`src/rtl/utf8_pkg.sv`:
```
`default_nettype none
// +--------------------------------------------------------------------------+
// | utf8_pkg                                                                 |
// | Shared constants, lead-prefix table and helpers for the UTF-8 encoder.   |
// | Revision: 1.0                                                            |
// +--------------------------------------------------------------------------+
package utf8_pkg;

  localparam logic [31:0] UTF8_REPL_CP = 32'hFFFD;
  localparam logic [31:0] SURR_LO      = 32'hD800;
  localparam logic [31:0] SURR_HI      = 32'hDFFF;
  localparam logic [31:0] UNI_MAX      = 32'h10FFFF;

  // Indexed by sequence length; entries 0 and 1 carry no prefix.
  localparam logic [7:0][7:0] UTF8_LEAD_PFX = {
    8'h00, 8'hFC, 8'hF8, 8'hF0, 8'hE0, 8'hC0, 8'h00, 8'h00
  };

  typedef enum logic [0:0] {
    ST_IDLE = 1'b0,
    ST_EMIT = 1'b1
  } utf8_state_e;

  function automatic logic [2:0] utf8_len(input logic [31:0] cp);
    if (cp < 32'h80)             return 3'd1;
    else if (cp < 32'h800)       return 3'd2;
    else if (cp < 32'h10000)     return 3'd3;
    else if (cp < 32'h200000)    return 3'd4;
    else if (cp < 32'h4000000)   return 3'd5;
    else                         return 3'd6;
  endfunction

  function automatic logic [7:0] utf8_byte(input logic [31:0] cp,
                                           input logic [2:0]  len,
                                           input logic [2:0]  idx);
    logic [2:0]  k;
    logic [4:0]  sa;
    logic [31:0] sh;
    k  = len - 3'd1 - idx;
    sa = {k, 2'b00} + {1'b0, k, 1'b0};
    sh = cp >> sa;
    if (idx == 3'd0)
      return (len == 3'd1) ? cp[7:0] : (UTF8_LEAD_PFX[len] | sh[7:0]);
    else
      return 8'h80 | {2'b00, sh[5:0]};
  endfunction

endpackage
`default_nettype wire

```
`src/rtl/utf8_classify.sv`:
```
`default_nettype none
// +--------------------------------------------------------------------------+
// | utf8_classify                                                            |
// | Decides replacement and encoded length for one code point.               |
// | Revision: 1.0                                                            |
// +--------------------------------------------------------------------------+
module utf8_classify
  import utf8_pkg::*;
#(
  parameter bit CHK_RANGE  = 1'b1,
  parameter bit ALLOW_SURR = 1'b0
) (
  input  logic [31:0] i_cp,
  output logic [31:0] o_eff_cp,
  output logic [2:0]  o_len,
  output logic        o_repl
);

  logic w_repl;

  always_comb begin
    w_repl = 1'b0;
    if (i_cp[31])
      w_repl = 1'b1;
    else if (!ALLOW_SURR && (i_cp >= SURR_LO) && (i_cp <= SURR_HI))
      w_repl = 1'b1;
    else if (CHK_RANGE && (i_cp > UNI_MAX))
      w_repl = 1'b1;
  end

  assign o_repl   = w_repl;
  assign o_eff_cp = w_repl ? UTF8_REPL_CP : i_cp;
  assign o_len    = w_repl ? 3'd3 : utf8_len(i_cp);

endmodule
`default_nettype wire

```
`src/rtl/utf8_stream_encoder.sv`:
```
`default_nettype none
// +--------------------------------------------------------------------------+
// | utf8_stream_encoder                                                      |
// | Serialises one code point per handshake into a UTF-8 byte stream.        |
// | Revision: 1.0                                                            |
// +--------------------------------------------------------------------------+
module utf8_stream_encoder
  import utf8_pkg::*;
#(
  parameter bit CHK_RANGE  = 1'b1,
  parameter bit ALLOW_SURR = 1'b0,
  parameter int CNT_W      = 16
) (
  input  logic             clk,
  input  logic             rst_in,
  input  logic [31:0]      cp_data,
  input  logic             cp_valid,
  output logic             cp_ready,
  output logic [7:0]       byte_data,
  output logic             byte_valid,
  input  logic             byte_ready,
  output logic             byte_last,
  output logic             replaced,
  output logic [CNT_W-1:0] char_count,
  output logic [CNT_W-1:0] err_count
);

  localparam logic [CNT_W-1:0] c_CNT_ONE = {{(CNT_W-1){1'b0}}, 1'b1};
  localparam logic [CNT_W-1:0] c_CNT_MAX = {CNT_W{1'b1}};

  utf8_state_e      r_state;
  logic [31:0]      r_cp;
  logic [2:0]       r_len;
  logic [2:0]       r_idx;
  logic [7:0]       r_byte_data;
  logic             r_byte_valid;
  logic             r_byte_last;
  logic             r_replaced;
  logic [CNT_W-1:0] r_char_count;
  logic [CNT_W-1:0] r_err_count;

  logic [31:0]      w_eff_cp;
  logic [2:0]       w_len;
  logic             w_repl;
  logic             w_cp_ready;
  logic             w_cp_accept;
  logic             w_byte_accept;
  logic [2:0]       w_idx_nxt;

  utf8_classify #(
    .CHK_RANGE  (CHK_RANGE),
    .ALLOW_SURR (ALLOW_SURR)
  ) u_classify (
    .i_cp     (cp_data),
    .o_eff_cp (w_eff_cp),
    .o_len    (w_len),
    .o_repl   (w_repl)
  );

  // Last byte leaving frees the holding register in the same cycle.
  assign w_cp_ready    = (r_state == ST_IDLE) | (r_byte_valid & byte_ready & r_byte_last);
  assign w_cp_accept   = cp_valid & w_cp_ready;
  assign w_byte_accept = r_byte_valid & byte_ready;
  assign w_idx_nxt     = r_idx + 3'd1;

  always_ff @(posedge clk) begin
    if (!rst_in) begin
      r_state      <= ST_IDLE;
      r_cp         <= '0;
      r_len        <= '0;
      r_idx        <= '0;
      r_byte_data  <= '0;
      r_byte_valid <= 1'b0;
      r_byte_last  <= 1'b0;
      r_replaced   <= 1'b0;
      r_char_count <= '0;
      r_err_count  <= '0;
    end else begin
      r_replaced <= 1'b0;
      if (w_cp_accept) begin
        r_state      <= ST_EMIT;
        r_cp         <= w_eff_cp;
        r_len        <= w_len;
        r_idx        <= 3'd0;
        r_byte_data  <= utf8_byte(w_eff_cp, w_len, 3'd0);
        r_byte_valid <= 1'b1;
        r_byte_last  <= (w_len == 3'd1);
        r_replaced   <= w_repl;
        if (r_char_count != c_CNT_MAX)
          r_char_count <= r_char_count + c_CNT_ONE;
        if (w_repl && (r_err_count != c_CNT_MAX))
          r_err_count <= r_err_count + c_CNT_ONE;
      end else if (w_byte_accept) begin
        if (r_byte_last) begin
          r_state      <= ST_IDLE;
          r_byte_valid <= 1'b0;
          r_byte_last  <= 1'b0;
        end else begin
          r_idx       <= w_idx_nxt;
          r_byte_data <= utf8_byte(r_cp, r_len, w_idx_nxt);
          r_byte_last <= (w_idx_nxt == (r_len - 3'd1));
        end
      end
    end
  end

  assign cp_ready   = w_cp_ready;
  assign byte_data  = r_byte_data;
  assign byte_valid = r_byte_valid;
  assign byte_last  = r_byte_last;
  assign replaced   = r_replaced;
  assign char_count = r_char_count;
  assign err_count  = r_err_count;

endmodule
`default_nettype wire

```
`config.mk`:
```
export PLATFORM = sky130hd
export DESIGN_NAME = utf8_stream_encoder
export DESIGN_NICKNAME = d
export VERILOG_FILES = /design/src/rtl/utf8_pkg.sv /design/src/rtl/utf8_classify.sv /design/src/rtl/utf8_stream_encoder.sv
export SDC_FILE = /design/constraint.sdc
export NUM_CORES = 1
export LEC_CHECK = 0
export CAP_MARGIN = 20
export CORE_MARGIN = 2
export CORE_UTILIZATION = 60
export DETAILED_ROUTE_END_ITERATION = 7
export PLACE_DENSITY = 0.89
export SYNTH_ARGS = -nofsm -noshare
export SYNTH_HDL_FRONTEND = slang
export SYNTH_SLANG_ARGS = --single-unit
export TNS_END_PERCENT = 1
```
`constraint.sdc`:
```
create_clock -name clk -period 8.5 [get_ports clk]
set_clock_uncertainty 0.2 [all_clocks]
set_input_delay 2.125 -clock clk [delete_from_list [all_inputs] [get_ports clk]]
set_output_delay 2.125 -clock clk [all_outputs]
set_load 0.005 [all_outputs]
```
== After elaboration in Yosys (flattened, before gate mapping) ==
Memory sizes are Yosys's and may differ from the RTL's. A register that Yosys moved wholly into a read port is not among the register bits.
Cells that the tools add are included.
Cells by class
  add/sub/neg operators: 8
  magnitude comparators: 10
  eq/ne operators: 6
  shift operators: 2
  mux-type cells: 26
  bitwise operators: 9
  reductions and logical operators: 12
Operators by type and width (count)
  two-way mux 8 bit: 8
  right shift 32 x 5 -> 8 bit: 2
  adder 16 x 1 -> 16 bit, second input constant: 2
  greater-or-equal comparator 32 x 16 -> 1 bit, second input constant: 1
  greater-than comparator 32 x 21 -> 1 bit, second input constant: 1
  less-or-equal comparator 32 x 16 -> 1 bit, second input constant: 1
  < comparator 32 x 12 -> 1 bit, second input constant: 1
  < comparator 32 x 17 -> 1 bit, second input constant: 1
  < comparator 32 x 22 -> 1 bit, second input constant: 1
  < comparator 32 x 27 -> 1 bit, second input constant: 1
  < comparator 32 x 8 -> 1 bit, second input constant: 1
  two-way mux 32 bit: 1
  inequality test 16 bit, second input constant: 2
  two-way mux 3 bit: 7
  bitwise OR 8 bit: 2
  AND reduction 2 bit: 6
  adder 5 x 4 -> 5 bit: 2
  two-way mux 1 bit: 9
  < comparator 3 x 4 -> 1 bit, second input constant: 2
  == test 3 x 1 -> 1 bit, second input constant: 2
  subtractor 3 x 1 -> 3 bit, second input constant: 2
  nonzero test 2 bit: 2
  adder 3 x 1 -> 3 bit, second input constant: 1
  AND 1 bit: 3
  9 further kinds: 12
Storage, ports and cells
  bits in registers: 81
  bits in read-only memories: 128
  input port bits: 36
  output and inout bits: 44
  word-level logic and storage cells: 84
  memories: 2
Memory list
  (no name shown): words 8, bits a word 8, read ports 1, clocked after memory_dff 1, write ports 0, line utf8_pkg.sv:43  | return (len == 3'd1) ? cp[7:0] : (UTF8_LEAD_PFX[len] | sh[7:0]);
  (no name shown): words 8, bits a word 8, read ports 1, clocked after memory_dff 0, write ports 0, line utf8_pkg.sv:43

== Logic depth before layout (Yosys ltp) ==
Gate-level depths: netlist of run 1.
  depth after elaboration: 13
  gate-level depth with buffers: 17
  mapped depth without buffers: 15

== By module ==
Synthesis of run 1 repeated with hierarchy kept, for this count alone.
Unflattened totals
  cells, all modules: 700
  area total of the unflattened synthesis: 6393.6 µm²
By module, submodules not included
  utf8_stream_encoder: instances 1, cells each 637, area an instance 5980.7 µm², sequential area each 1721.7 µm²
  utf8_classify: instances 1, cells each 63, area an instance 412.9 µm², sequential area each 0.0 µm²

== Worst setup path before layout of run 1 ==
No wires, ideal clock.
  path kind: input to register
  from: input port cp_data[31]
  to: register r_byte_data[0] (netlist: byte_data[0])
  library setup time: 79 ps
  arrival: 5710 ps
  data required time: 8221 ps
  setup slack: 2511 ps
  stages on the path: 15
  path buffers: 2
  cell sequence: or4_4 > nor4_4 > nand3_2 > a311oi_2 > inv_1 > ha_1 > fa_1 > clkbuf_1 > clkbuf_1 > nor2_1 > nor4_1 > a21oi_1 > a41oi_1 > o221ai_1 > o211ai_1
On the way
  cells in the longest elaborated chain, start to end: 13
  elaborated cells between the ends (all ways): 28
  those cells by class: add/sub (2); order compare (8); eq/ne (1); shift (1); mux (13); bitwise (1); reduce/logical (1); memory (1)
RTL lines
  start: declaration: line utf8_stream_encoder.sv:16  | input logic [31:0] cp_data,
  < comparator 32 x 27 -> 1 bit: line utf8_pkg.sv:29  | else if (cp < 32'h4000000) return 3'd5;
  two-way mux 2 bit: line utf8_pkg.sv:29
  two-way mux 3 bit: line utf8_pkg.sv:28  | else if (cp < 32'h200000) return 3'd4;
  two-way mux 3 bit: line utf8_pkg.sv:27  | else if (cp < 32'h10000) return 3'd3;
  two-way mux 3 bit: line utf8_pkg.sv:26  | else if (cp < 32'h800) return 3'd2;
  two-way mux 3 bit: line utf8_pkg.sv:25  | if (cp < 32'h80) return 3'd1;
  two-way mux 3 bit *: line utf8_classify.sv:33  | assign o_len = w_repl ? 3'd3 : utf8_len(i_cp);
  named net u_classify.o_len[1]: line utf8_classify.sv:15  | output logic [2:0] o_len,
  subtractor 3 x 1 -> 3 bit: line utf8_pkg.sv:39  | k = len - 3'd1 - idx;
  adder 5 x 4 -> 5 bit: line utf8_pkg.sv:40  | sa = {k, 2'b00} + {1'b0, k, 1'b0};
  right shift 32 x 5 -> 8 bit: line utf8_pkg.sv:41  | sh = cp >> sa;
  bitwise OR 8 bit: line utf8_pkg.sv:43
  two-way mux 8 bit *: line utf8_pkg.sv:43
  two-way mux 8 bit *: line utf8_stream_encoder.sv:80  | if (w_cp_accept) begin
  end signal: assignment: line utf8_stream_encoder.sv:85  | r_byte_data <= utf8_byte(w_eff_cp, w_len, 3'd0);
  end signal: assignment: line utf8_stream_encoder.sv:100  | r_byte_data <= utf8_byte(r_cp, r_len, w_idx_nxt);
  end: declaration: line utf8_stream_encoder.sv:35  | logic [7:0] r_byte_data;
The timed path passes the listed nets; every way through them passes the cells marked *. The select of a mux whose other input is x is not followed.
A chain may end at the register's enable or synchronous reset.

== Worst setup path after layout of run 1 ==
  from: input port cp_data[31]
  to: register r_byte_data[2] (netlist: byte_data[2])
The elaborated chain is that of the path after synthesis.

==> results of run 1 <==
-- registers in the layout, indices dropped and copies added (netlist names), named ones only --
register / cells
r_cp: 32
char_count: 16
replaced: 1
err_count: 16
r_len: 3
byte_data: 8
byte_last: 1
byte_valid: 1
r_idx: 3
-- stage by stage --
| step | power [µW] | utilization [%] |
|---|---|---|
| 6_report | 1045 | 73.30 |
| 2_1_floorplan | 672.6 | - |
| 4_1_cts | 1040 | 73.30 |
| 3_3_place_gp | 754.5 | 71.28 |
| 5_1_grt | 1085 | 73.30 |
| 3_5_place_dp | 764.5 | 71.28 |
-- cells in the mapped netlist, types with 6 or more instances --
master     instances  area, µm²
xor2_1             8      70.07
buf_2             11      55.05
and2_1            28      175.2
ha_1              17      212.7
o211ai_1          11      82.58
a21oi_1           41      205.2
nand2_1           87      326.6
dfxtp_1           86       1722
a211oi_1           8      60.06
clkbuf_1          29      108.9
mux4_2            17      382.9
or3_1              8      50.05
inv_1             18      67.56
mux2i_1           23      230.2
xnor2_1           22      192.7
nor2_1            47      176.4
o2111ai_1          6      52.55
a21boi_0           9      67.56
nand3_1           20      100.1
o21ai_0           42      210.2
and3_1            21      131.4
nor2b_1            6      37.54
nand4_1           12      75.07
-- per-layer routing --
layer,global-route usage (%),share of wire [%]
met4,14.56,3.0
met1,45.03,41
met2,53.90,47
met3,7.387,8.8
met5,0,0
-- final timing paths --
check | to | slack (ps) | cells past startpoint
max | byte_data[2] | 1400 | 13
min | r_idx[1] | 280 | 2
max reg2reg | byte_data[6] | 3570 | 15
min reg2reg | r_idx[1] | 280 | 2
-- final cells by class --
| class | count | area share, % |
|---|---|---|
| clock buffers | 10 | 2.022 |
| multi-input cells | 535 | 55.98 |
| inverters | 21 | 1.158 |
| repair buffers | 87 | 12.43 |
| clock inverters | 6 | 0.7354 |
| well taps | 129 | 2.372 |
| flip-flops and latches | 86 | 25.30 |
-- cells by family (layout without fill, tap and decap cells) --
family | count (synthesis) | after routing | share of synthesized area (%)
multiplexers | 45 | 45 | 11.56
buffers and inverters | 63 | 124 | 4.452
adder cells (fa/ha/maj) | 20 | 20 | 4.711
AO/OA/AOI/OAI | 171 | 171 | 20.10
flip-flops | 86 | 86 | 29.74
AND/OR/NAND/NOR | 266 | 266 | 23.54
XOR/XNOR | 33 | 33 | 5.900
-- critical path, stage by stage --
cell             delay (ps)
clkdlybuf4s50_1         420
or4_4                   570
nor4_4                  330
nand3_2                 370
a311oi_2                560
inv_1                   210
ha_1                    320
buf_4                   250
fa_1                   1030
nand2_1                 200
nor3_1                  340
a221oi_1                130
o32ai_1                 300
-- power by group through the flow --
stage | combinational, µW | sequential, µW | clock [µW]
after detailed placement | 323 | 441 | 0
after floorplan | 236 | 437 | 0
after global routing | 352 | 434 | 299
after CTS | 323 | 432 | 284
after global placement | 314 | 441 | 0
final | 330 | 433 | 282
==> run summary, run 1 <==
Synth async-reset ratio - 0%
predominant post-synthesis flop cell - dfxtp_1
Routed WL - 17,580 µm
Final GP Congestion - 0.9484
CTS max path bufs - 2
cts repair resizes - 0
RSZ-0062 raised after global routing - false
critical path endpoint category - register
clk slew on worst S/H paths - 100 ps
sequential-to-total area share from yosys stat - 29.74%
Max-Cap Viols - 0
grt total ovfl - 0
crit start category - input port
PnR worst setup slack - 1401 ps
Required @ worst endpoint - 8570 ps
internal power - 685.5 µW
Inst Count DP - 858
largest net degree at the start of global routing - 72
slew margin rel. - 31.17%
power per cell area - 153.5 mW/mm²
starting DRC count in detailed routing - 502
Clock Power Share - 27.0%
proportion of layout cells with a drive suffix above 1 - 9.262%
final net count - 796
Psw - 359.3 µW
core area - 0.009284 mm²
CTS sink count - 86
CTS tree - done
CP startpoint - cp_data[31]
via count - 5,631
Worst Max-Slew Pin Slew - 1031 ps
# IOs - 80
critical path class - input port to register
Post-CTS Setup Inserts - 0
worst reg2reg startpoint - r_idx[0]
DRC - 0
Peak VDD IR - 0.08609 mV
fin. max-slew vios - 0
sequential power share - 41.4%
die area - 0.01045 mm²
combinational group share of total power - 31.6%
hold_sp - r_idx[1]
hold buffer count at CTS - 0
Non-Filler Instances - 874
Reg area - 0.001722 mm²
status - complete, no violations
worst-skew pair later-pin latency - 360 ps
gr usage total - 34.02%
Post-Syn Instances - 684
Synth Register Bits - 86
TritonCTS Buffers - 9
min cycle time layout - 7099 ps
DIE WIDTH - 102.2 µm
Cell variety after synth - 82
Post-Syn Area - 0.005789 mm²
Setup TNS Final - 0 ps
Die H - 102.2 µm
Root Buffer - clkbuf_8
Mapped Nets - 740
maximum clock rate - 140.9 MHz
commonest non-fill, non-tap cell in the layout - nand2_1
Post-synth EDFFs - 0
Final Hold Vio Count - 0
area taken by multi-input logic gates - 0.003810 mm²
standard-cell rows - 35
Mean Syn Cell Area - 8.464 µm²
WL/cell - 20.11 µm
Starting Density - 62.36%
H-Tree Depth - 3
pre-CTS setup slack - 1163 ps
Final ANT Viol Nets - 0
port bufs - 79
Placed Area - 0.006618 mm²
first-pass GRT wire length - 27,630 µm
HPWL after DPL - 12,820 µm
synth warn - 0
Diodes inserted - 0
area grow syn2layout - 17.55%
switching part of the total - 34.39%
most frequent cells in the layout - nand2_1 (87), dfxtp_1 (86), clkdlybuf4s50_1 (78), nor2_1 (47), o21ai_0 (42)
antenna violations before repair - 0
crit path DAT - 7170 ps
worst min path class - register to register
endpoints failing setup - 0
final worst path period share - 83.51%
Detailed Routing Iterations Pass 1 - 6
worst hold slack - 281.8 ps
Finished Cell Area - 0.006805 mm²
Leak Pwr - 0.002510 µW
Via density - 6.443
vias in the first global route - 5,373
CP max FO - 37
Filler cells - 697
Note: power is estimated with default switching activity, not from simulation.
==> run 2, diff against run 1 <==
- CORE_UTILIZATION: 60 -> 50
- PLACE_DENSITY: 0.89 -> 0.8
- clock period: 8.5 -> 6.07 ns (I/O delays scaled with it)
==> run summary, run 2 (same netlist as run 1, synthesis figures left out) <==
status - complete, no violations
commonest non-fill, non-tap cell in the layout - nand2_1
vias in the first global route - 5,446 (+1.4%)
slew margin rel. - 45.37% (+14 points)
clk slew on worst S/H paths - 70 ps (-30 ps)
# IOs - 80 (unchanged)
standard-cell rows - 39 (+11%)
CTS sink count - 86 (unchanged)
Filler cells - 974 (+40%)
R2R cell count - 13 (-2)
DIE WIDTH - 111.6 µm (+9.2%)
gr usage total - 27.60% (-6.4 points)
Peak VDD IR - 0.2519 mV (+190%)
fin. max-slew vios - 0 (unchanged)
proportion of layout cells with a drive suffix above 1 - 11.50% (+2.2 points)
port bufs - 79 (unchanged)
Detailed Routing Iterations Pass 1 - 6 (unchanged)
CTS max path bufs - 2 (unchanged)
global route hottest layer - met2
CTS tree - done
crit start category - input port
PnR worst setup slack - 533.0 ps (-868.2 ps)
maximum clock rate - 180.6 MHz
Required @ worst endpoint - 6090 ps (-2480 ps)
worst hold slack - 279.9 ps (-1.857 ps)
Final GP Congestion - 1.028 (+8.4%)
crit path DAT - 5560 ps (-1610 ps)
endpoints failing setup - 0 (unchanged)
final worst path period share - 91.22%
Worst Max-Slew Pin Slew - 819.4 ps (-211.9 ps)
grt total ovfl - 0 (unchanged)
critical path class - input port to register
final net count - 816 (+2.5%)
core area - 0.01137 mm² (+22%)
worst min path class - register to register
power per cell area - 226.6 mW/mm² (+48%)
Via density - 6.208 (-3.6%)
Largest Register - r_cp
most frequent cells in the layout - nand2_1 (87), dfxtp_1 (86), clkdlybuf4s50_1 (78), nor2_1 (47), o21ai_0 (42)
Diodes inserted - 0 (unchanged)
Min-Delay Path Depth - 2 (unchanged)
Die H - 111.6 µm (+9.2%)
worst-skew pair later-pin latency - 350 ps (about the same)
starting DRC count in detailed routing - 630 (+25%)
area grow syn2layout - 22.07%
Inst Count DP - 892 (+4.0%)
pre-CTS setup slack - 229.0 ps (-933.7 ps)
largest net degree at the start of global routing - 71 (-1.4%)
flip-flop count of the largest register after layout - 32 (unchanged)
die area - 0.01246 mm² (+19%)
first-pass GRT wire length - 27,810 µm (+0.63%)
WL/cell - 19.05 µm (-5.3%)
Setup TNS Final - 0 ps (unchanged)
min cycle time layout - 5537 ps
DRC - 0 (unchanged)
CP max FO - 11 (-70%)
Finished Cell Area - 0.007067 mm² (+3.8%)
Post-CTS Setup Inserts - 0 (unchanged)
Final Hold Vio Count - 0 (unchanged)
cts repair resizes - 0 (unchanged)
Routed WL - 17,290 µm (-1.6%)
critical path endpoint category - register
Non-Filler Instances - 908 (+3.9%)
antenna violations before repair - 0 (unchanged)
met3 Resource Use GR - 7.621% (+0.23 points)
TritonCTS Buffers - 9 (unchanged)
Starting Density - 50.92% (-11 points)
grt met1 use - 36.58% (-8.5 points)
Max-Cap Viols - 0 (unchanged)
H-Tree Depth - 3 (unchanged)
Root Buffer - clkbuf_16
met2 GRT Util - 44.15% (-9.8 points)
hold buffer count at CTS - 0 (unchanged)
Final ANT Viol Nets - 0 (unchanged)
via count - 5,637 (+0.11%)
Leak Pwr - 0.002653 µW (+5.7%)
Placed Area - 0.006785 mm² (+2.5%)
HPWL after DPL - 12,750 µm (-0.50%)
RSZ-0062 raised after global routing - false
[run 2: layout make-up]
cell class                 count  area, µm²  area share, %
multi-input combinational    535       3810          53.91
sequential                    86       1722          24.36
timing repair buffer         107      996.0          14.09
clock buffer                  10      229.0          3.240
tap                          143      178.9          2.532
inverter                      21      78.83          1.115
clock inverter                 6      52.55         0.7436
[run 2: routing by layer]
| metal | wire [µm] | up-vias |
|---|---|---|
| li1 | - | 2649 |
| met1 | 7272 | 2678 |
| met2 | 8077 | 267 |
| met3 | 1558 | 43 |
| met4 | 385 | 0 |
| met5 | 0 | - |
[run 2: through the flow]
step	util (%)	power, µW
2_1_floorplan	-	941.9
3_3_place_gp	59.68	1062
3_5_place_dp	59.68	1073
4_1_cts	62.15	1604
5_1_grt	62.15	1671
6_report	62.15	1602
[run 2: path summary, 6_finish.rpt]
check | start | end | slack [ps]
setup / recovery | cp_data[31] | byte_data[0] | 530
hold / removal | r_idx[1] | r_idx[1] | 280
setup reg to reg | r_idx[0] | byte_data[7] | 1820
hold reg to reg | r_idx[1] | r_idx[1] | 280
[run 2: worst max-delay path, cell delays in order]
cell             delay (ps)
clkdlybuf4s50_1         400
or4_4                   560
nor4_4                  320
nand3_2                 190
a311oi_2                340
buf_4                   200
ha_1                    190
xor2_1                  220
fa_1                    540
buf_4                   220
o21ai_0                 140
a21oi_1                  80
a21oi_1                 170
a41oi_1                  80
o221ai_1                270
o211ai_1                130
[run 2: where the power goes]
group          leakage, µW  internal, µW  total (µW)  switching, µW
logic              0.00181           216         459            244
registers         0.000701           585         607           22.4
clock network     0.000137           286         535            249
total              0.00265          1090        1600            515
==> run 3, diff against run 2 <==
- PLACE_DENSITY: 0.8 -> 0.84
==> run summary, run 3 (same netlist as run 1, synthesis figures left out) <==
maximum clock rate - 173.8 MHz (-3.8%)
crit start category - input port
largest net degree at the start of global routing - 65 (-8.5%)
H-Tree Depth - 3 (unchanged)
area grow syn2layout - 21.98% (about the same)
Non-Filler Instances - 905 (-0.33%)
CTS sink count - 86 (unchanged)
worst reg2reg startpoint - r_idx[0]
Max-Cap Viols - 0 (unchanged)
DRC - 0 (unchanged)
RSZ-0062 raised after global routing - false
flip-flop count of the largest register after layout - 32 (unchanged)
hold buffer count at CTS - 0 (unchanged)
Root Buffer - clkbuf_16
gr usage total - 29.19% (+1.6 points)
Peak VDD IR - 0.1623 mV (-36%)
Final ANT Viol Nets - 0 (unchanged)
fin util - 62.11% (about the same)
final worst path period share - 94.81% (+3.6 points)
WL/cell - 20.06 µm (+5.3%)
power per cell area - 231.6 mW/mm² (+2.2%)
status - complete, no violations
starting DRC count in detailed routing - 601 (-4.6%)
endpoints failing setup - 0 (unchanged)
Setup TNS Final - 0 ps (unchanged)
grt total ovfl - 0 (unchanged)
core area - 0.01137 mm² (unchanged)
critical path class - input port to register
Routed WL - 18,150 µm (+4.9%)
port bufs - 79 (unchanged)
most frequent cells in the layout - nand2_1 (87), dfxtp_1 (86), clkdlybuf4s50_1 (78), nor2_1 (47), o21ai_0 (42)
critical path endpoint category - register
worst min path class - register to register
Final GP Congestion - 0.9631 (-6.3%)
Inst Count DP - 889 (-0.34%)
reg2reg setup slack - 1170 ps (-650 ps)
Required @ worst endpoint - 6090 ps (about the same)
Post-CTS Setup Inserts - 0 (unchanged)
commonest non-fill, non-tap cell in the layout - nand2_1
final net count - 813 (-0.37%)
crit path DAT - 5770 ps (+210 ps)
Via density - 6.337 (+2.1%)
via count - 5,735 (+1.7%)
DIE WIDTH - 111.6 µm (unchanged)
Largest Register - r_cp
first-pass GRT wire length - 29,370 µm (+5.6%)
HPWL after DPL - 12,910 µm (+1.3%)
# IOs - 80 (unchanged)
Final Hold Vio Count - 0 (unchanged)
hold endpoint - r_idx[1]
die area - 0.01246 mm² (unchanged)
Detailed Routing Iterations Pass 1 - 6 (unchanged)
cts repair resizes - 0 (unchanged)
vias in the first global route - 5,578 (+2.4%)
R2R cell count - 13 (unchanged)
Min-Delay Path Depth - 2 (unchanged)
TritonCTS Buffers - 9 (unchanged)
CTS tree - done
hold_sp - r_idx[1]
CTS max path bufs - 2 (unchanged)
Design Power - 1636 µW (+2.1%)
Starting Density - 50.92% (unchanged)
antenna violations before repair - 0 (unchanged)
Diodes inserted - 0 (unchanged)
Worst Max-Slew Pin Slew - 954.7 ps (+135.3 ps)
Die H - 111.6 µm (unchanged)
Leak Pwr - 0.002639 µW (-0.53%)
standard-cell rows - 39 (unchanged)
worst-skew pair later-pin latency - 350 ps (about the same)
fin. max-slew vios - 0 (unchanged)
proportion of layout cells with a drive suffix above 1 - 11.15% (-0.35 points)
Critical R2R Capture - byte_data[6]
slew margin rel. - 36.28% (-9.1 points)
CP max FO - 8 (-3)
clk slew on worst S/H paths - 70 ps (about the same)
min cycle time layout - 5755 ps (+218.2 ps)
==> run 3: changes by cell type in the layout (fill, tap and decap cells not counted), sizes merged <==
cell	previous run	this run
buf	29	26
bufinv	0	1
clkinvlp	1	2
inv	23	21
==> run 3: per-stage QoR <==
step                      hold slack (ps)  worst slack, ps  cell area (µm²)
after floorplan                     240.0            688.8             5789
after global placement              247.4            211.6             6763
after detailed placement            254.2            85.30             6763
after CTS                           263.2            420.8             7062
after global routing                279.8            134.8             7062
final                               260.4            314.8             7062
==> run 3: worst max-delay path by stage <==
stage | from | end | slack [ps] | depth (start not counted)
floorplan | cp_data[31] | byte_data[0] | 690 | 15
global placement | cp_data[31] | byte_data[2] | 210 | 14
detailed placement | cp_data[31] | byte_data[6] | 90 | 14
CTS | cp_data[31] | byte_data[6] | 420 | 14
global route | cp_data[31] | byte_data[2] | 130 | 14
finish | cp_data[31] | byte_data[2] | 310 | 14
==> run 3: worst max-delay path: stages <==
cell and delay [ps]:
clkdlybuf4s50_1 400, or4_4 570, nor4_4 340, nand3_2 200, a311oi_2 380, buf_4 200, ha_1 210, xor2_1 100
fa_1 410, xnor2_1 210, xnor2_1 670, a21oi_1 90, a221oi_1 320, o32ai_1 140
==> run 3: area by class of cell <==
cell class / instances / area (µm²)
Multi-Input combinational cell: 535 / 3810
Inverter: 21 / 78.83
Timing Repair Buffer: 104 / 973.4
Fill cell: 943 / 4308
Tap cell: 143 / 178.9
Sequential cell: 86 / 1722
Clock buffer: 10 / 229.0
Clock inverter: 6 / 70.07
==> run 3: layer usage <==
| metal | vias up | share of wire [%] | GRT usage, % |
|---|---|---|---|
| met5 | - | 0 | 0 |
| met4 | 0 | 2.6 | 8.642 |
| met3 | 48 | 7.2 | 6.042 |
| met2 | 269 | 46 | 46.42 |
| met1 | 2776 | 44 | 40.39 |
| li1 | 2642 | - | - |
==> run 3: report_power, final <==
part	leakage [µW]	switching (µW)	total [µW]	internal, µW
Combinational	0.00180	250	462	212
Sequential	0.000701	23.5	609	585
Clock	0.000141	242	565	323
Total	0.00264	516	1640	1120
